$ cat src/rtl/alu_if.sv
// Operand/result bundle for the registered ALU: opcode and operands in, result and flags out.
interface alu_if;
   logic [2:0]  alu_op;
   logic [31:0] a;
   logic [31:0] b;
   logic [31:0] alu_out;
   logic        zero;
   logic        ovf;

   modport master (output alu_op, a, b, input alu_out, zero, ovf);
   modport slave  (input alu_op, a, b, output alu_out, zero, ovf);
endinterface

$ cat src/rtl/alu.sv
// 32-bit registered ALU (ADD/SUB/AND/OR/XOR/SLT), one-cycle latency, zero and signed-overflow flags.
// Optional shifts (110 SLL, 111 SRL) are built only when ALU_SHIFT_EN is defined.
module alu_core (
   input  logic  clk_i,
   input  logic  reset_i,
   alu_if.slave  bus
);
   localparam logic [2:0] OP_ADD = 3'b000;
   localparam logic [2:0] OP_SUB = 3'b001;
   localparam logic [2:0] OP_AND = 3'b010;
   localparam logic [2:0] OP_OR  = 3'b011;
   localparam logic [2:0] OP_XOR = 3'b100;
   localparam logic [2:0] OP_SLT = 3'b101;
`ifdef ALU_SHIFT_EN
   localparam logic [2:0] OP_SLL = 3'b110;
   localparam logic [2:0] OP_SRL = 3'b111;
`endif

   logic [31:0] sum;
   logic [31:0] diff;
   logic [31:0] alu_out_d, alu_out_q;
   logic        ovf_d, ovf_q;
   logic        zero_q;

   assign sum  = bus.a + bus.b;
   assign diff = bus.a - bus.b;

   always_comb begin
      alu_out_d = 32'h0;
      ovf_d     = 1'b0;
      case (bus.alu_op)
         OP_ADD: begin
            alu_out_d = sum;
            ovf_d     = (bus.a[31] == bus.b[31]) && (sum[31] != bus.a[31]);
         end
         OP_SUB: begin
            alu_out_d = diff;
            ovf_d     = (bus.a[31] != bus.b[31]) && (diff[31] != bus.a[31]);
         end
         OP_AND: alu_out_d = bus.a & bus.b;
         OP_OR:  alu_out_d = bus.a | bus.b;
         OP_XOR: alu_out_d = bus.a ^ bus.b;
         OP_SLT: alu_out_d = {31'h0, $signed(bus.a) < $signed(bus.b)};
`ifdef ALU_SHIFT_EN
         OP_SLL: alu_out_d = bus.a << bus.b[4:0];
         OP_SRL: alu_out_d = bus.a >> bus.b[4:0];
`endif
         default: begin
            alu_out_d = 32'h0;
            ovf_d     = 1'b0;
         end
      endcase
   end

   // Zero is derived from the same next-state value so it can never disagree with ALUOut.
   always_ff @(posedge clk_i) begin
      if (reset_i) begin
         alu_out_q <= 32'h0;
         zero_q    <= 1'b1;
         ovf_q     <= 1'b0;
      end else begin
         alu_out_q <= alu_out_d;
         zero_q    <= (alu_out_d == 32'h0);
         ovf_q     <= ovf_d;
      end
   end

   assign bus.alu_out = alu_out_q;
   assign bus.zero    = zero_q;
   assign bus.ovf     = ovf_q;
endmodule

// Legacy-compatible port list (reset last) so positional instantiations keep working.
module alu (
   input  logic        clk,
   input  logic [2:0]  ALU_OP,
   input  logic [31:0] A,
   input  logic [31:0] B,
   output logic [31:0] ALUOut,
   output logic        Zero,
   output logic        OF,
   input  logic        reset
);
   alu_if u_bus ();

   assign u_bus.alu_op = ALU_OP;
   assign u_bus.a      = A;
   assign u_bus.b      = B;
   assign ALUOut       = u_bus.alu_out;
   assign Zero         = u_bus.zero;
   assign OF           = u_bus.ovf;

   alu_core u_core (
      .clk_i   (clk),
      .reset_i (reset),
      .bus     (u_bus.slave)
   );
endmodule

$ cat config.mk
export PLATFORM = sky130hd
export DESIGN_NAME = alu
export DESIGN_NICKNAME = d
export VERILOG_FILES = /design/src/rtl/alu_if.sv /design/src/rtl/alu.sv
export SDC_FILE = /design/constraint.sdc
export NUM_CORES = 1
export LEC_CHECK = 0
export ABC_AREA = 1
export CORE_AREA = 2 2 122 135
export DETAILED_ROUTE_END_ITERATION = 16
export DIE_AREA = 0 0 124 137
export PLACE_DENSITY = 0.82
export SYNTH_ARGS = -nofsm -noshare
export SYNTH_HDL_FRONTEND = slang
export SYNTH_SLANG_ARGS = --single-unit
$ cat constraint.sdc
create_clock -name clk -period 5.56 [get_ports clk]
set_clock_uncertainty 0.1 [all_clocks]
set_input_delay 0.834 -clock clk [delete_from_list [all_inputs] [get_ports clk]]
set_output_delay 0.834 -clock clk [all_outputs]
set_load 0.01 [all_outputs]
==> run_results.csv <==
group,metric,value,unit
final_layout,syn_to_final_growth,15.7,%
global_routing,grt_pass1_vias,8858,
setup_path,worstPathArrival,4.16,ns
setup_path,max_stage_delay,0.50,ns
detailed_routing,wl_met3,2330,um
placed_design,port_buffers,102,
global_routing,grt_pass1_wl,46200,um
logic_synthesis,synth_cells,1445,
logic_synthesis,ys_types,43,
detailed_routing,ant_nets,0,
clocking,clk_pin_slew,0.07,ns
timing,finalSetupViolCount,0,
timing,hold_violations,0,
setup_path,crit_path_start,"A[0]",
final_layout,insertedDiodeCount,0,
logic_synthesis,yosysSeqAreaShare,8.89,%
pwr,power_density,157,nW/um^2
setup_path,crit_end,"u_core.bus.zero",
final_layout,final_area,8860,um^2
timing,worst_pin_slew,1.13,ns
timing,fin_tns_setup,0,ns
final_layout,drive_gt1_share,2.89,%
detailed_routing,highest_layer,"met4",
setup_path,crit_family,"simple AND/OR/NAND/NOR gates",
clocking,cts-hold-fix-buffers,0,
floorplanning,die_h,137,um
flow_run,cap_violations,0,
floorplanning,core_area,15600,um^2
detailed_routing,drt-initial-drc-count,946,
logic_synthesis,synth_nets,1617,
logic_synthesis,avgSynthCellArea,5.30,um^2
logic_synthesis,synthArstFlopShare,0,%
pwr,power,0.00139,W
outcome,status,"finished, final reports clean",
clocking,cts-htree-levels,2,
setup_path,cp.required,5.71,ns
timing,max_slew_margin,24.6,%
global_routing,grt-ovfl-total,0,
clocking,cts_repair_resize_count,0,
clocking,cts_setup_buffers,0,
floorplanning,die_w,124,um
pwr,vdd.ir_drop.worst,104,uV
detailed_routing,wl_met1,11500,um
global_routing,grt.total_usage,36.0,%
setup_path,crit_cells,17,
timing,whs,1.25,ns
clocking,cts_inserted_buffers,5,
hold_path,hp-class,"in -> reg",
clocking,clk_path_buf_depth,2,
logic_synthesis,synth_edf_count,0,
clocking,clock-root-buffer,"clkbuf_16",
setup_path,crit_chain,"clkdlybuf4s50_1 -> inv_1 -> ha_1 -> fa_1 -> inv_1 -> nand3_1 -> nand3_1 -> nand2_1 -> nand3_1 -> nand2_1 -> nor3_1 -> nand2_1 -> nor2_1 -> nand3_1 -> nor2_1 -> nand3_1 -> nand2_1",
setup_path,criticalPathCategory,"in -> reg",
logic_synthesis,netlist_area,7660,um^2
timing,rsz0062_at_grt,"false",
pwr,p_leak,5.16,nW
timing,fmax,249,MHz
setup_path,crit_path_frequent_cell,"nand3_1",
setup_path,crit_buf_inv,3,
timing,post-route-period-util,72.2,%
clocking,clock-sinks,34,
placed_design,hpwl,24700,um
clocking,cts_tree,"done",
detailed_routing,vias_per_cell,5.44,
placed_design,place.gp.congestion,1.10,
detailed_routing,num_vias,9356,
floorplanning,initial_core_util,49.1,%
detailed_routing,wl_per_cell,17.4,um
setup_path,crit_path_max_fanout,4,
timing,finalMaxSlewViolations,0,
floorplanning,pin_count,103,
final_layout,final_nets,1691,
detailed_routing,first_pass_iters,8,
global_routing,antenna_found_initial,0,
detailed_routing,drc_errors,0,
floorplanning,die-area,17000,um^2
timing,fin_crit,4.02,ns
final_layout,instances_no_fill,1720,
global_routing,grt_max_degree,33,
logic_synthesis,ys_seq_elements,34,
floorplanning,rows,48,
logic_synthesis,synth_flop_cell,"dfxtp_1",
logic_synthesis,synth_warnings,0,
setup_path,cp-end-kind,"register",
placed_design,placed_cell_area,8710,um^2
detailed_routing,wl_met2,14000,um
setup_path,cp-start-kind,"input port",
detailed_routing,drt_wl_total,29900,um
placed_design,dp.cells,1712,
final_layout,fillCellCount,1682,
setup_path,critPathSlowestCell,"nor3_1",
kinds of logic after synthesis:
family | synth area share (%)
adder cells (fa/ha/maj) | 17.0
flip-flops | 8.89
AO/OA/AOI/OAI | 10.7
buffers and inverters | 19.1
XOR/XNOR | 0.114
AND/OR/NAND/NOR | 44.2
final cells by class:
class / count / area, um^2 / area share [%]
multi-input combinational: 1051 / 5520 / 62.3
inverter: 319 / 1200 / 13.5
timing repair buffer: 108 / 1070 / 12.0
sequential: 34 / 681 / 7.68
tap: 200 / 250 / 2.82
clock buffer: 6 / 139 / 1.57
clock inverter: 2 / 12.5 / 0.141
routing by layer:
metal | vias to the layer above | global-route usage [%]
met2 | 460 | 61.8
met1 | 4179 | 41.8
met4 | 0 | 22.3
met5 | - | 0
li1 | 4594 | -
met3 | 123 | 4.96
synth_stat cells, types with 6 or more instances:
cell	instances	area [um^2]
dfxtp_1	34	681
a31oi_1	8	50.1
nor3_1	13	65.1
buf_6	7	78.8
ha_1	101	1260
clkbuf_1	6	22.5
inv_2	7	26.3
nand3_1	152	761
nand4_1	16	100
inv_1	311	1170
buf_4	11	82.6
o21ai_0	20	100
nand2_1	460	1730
nor2_1	131	492
o22ai_1	29	181
a21oi_1	71	355
buf_2	16	80.1
nor3_2	7	70.1
o21bai_1	8	60.1
report_power, final:
| part | leakage [nW] | internal, W | switching, W |
|---|---|---|---|
| Sequential | 0.280 | 0.000263 | 0.00000553 |
| Combinational | 4.81 | 0.000273 | 0.000525 |
| Clock | 0.0729 | 0.000179 | 0.000145 |
per-stage QoR:
stage | worst slack, ns | util, %
2_1_floorplan | 2.81 | -
3_3_place_gp | 1.50 | 55.8
3_5_place_dp | 1.48 | 55.8
4_1_cts | 1.78 | 56.8
5_1_grt | 1.38 | 56.8
6_report | 1.54 | 56.8
registers in the layout, indices dropped and copies added (netlist names):
signal,cells
u_core.bus.alu_out,32
u_core.bus.ovf,1
u_core.bus.zero,1
worst min-delay path: cells and delay by family:
family                 cells  cell delay, ns
buffers and inverters      2            0.63
and+or+nand+nor            1            0.13
cell usage in the layout (no fill, tap or decap), drive strengths merged, types with 8 or more instances in the layout:
master         instances
nand2                464
inv                  318
nand3                153
nor2                 137
clkdlybuf4s50        102
ha                   101
a21oi                 73
dfxtp                 34
o22ai                 29
o21ai                 21
nor3                  20
nand4                 16
o21bai                 8
a31oi                  8
worst min path at each step:
stage                           startpoint                endpoint  slack [ns]  cells after the start
finish                               reset   u_core.bus.alu_out[1]        1.25                      3
global route                         reset   u_core.bus.alu_out[0]        1.26                      3
CTS                                  reset   u_core.bus.alu_out[1]        1.24                      3
detailed placement  u_core.bus.alu_out[17]              ALUOut[17]        1.47                      1
global placement     u_core.bus.alu_out[9]               ALUOut[9]        1.47                      1
floorplan                            reset  u_core.bus.alu_out[17]        0.80                      1
Note: power is estimated with default switching activity, not from simulation.
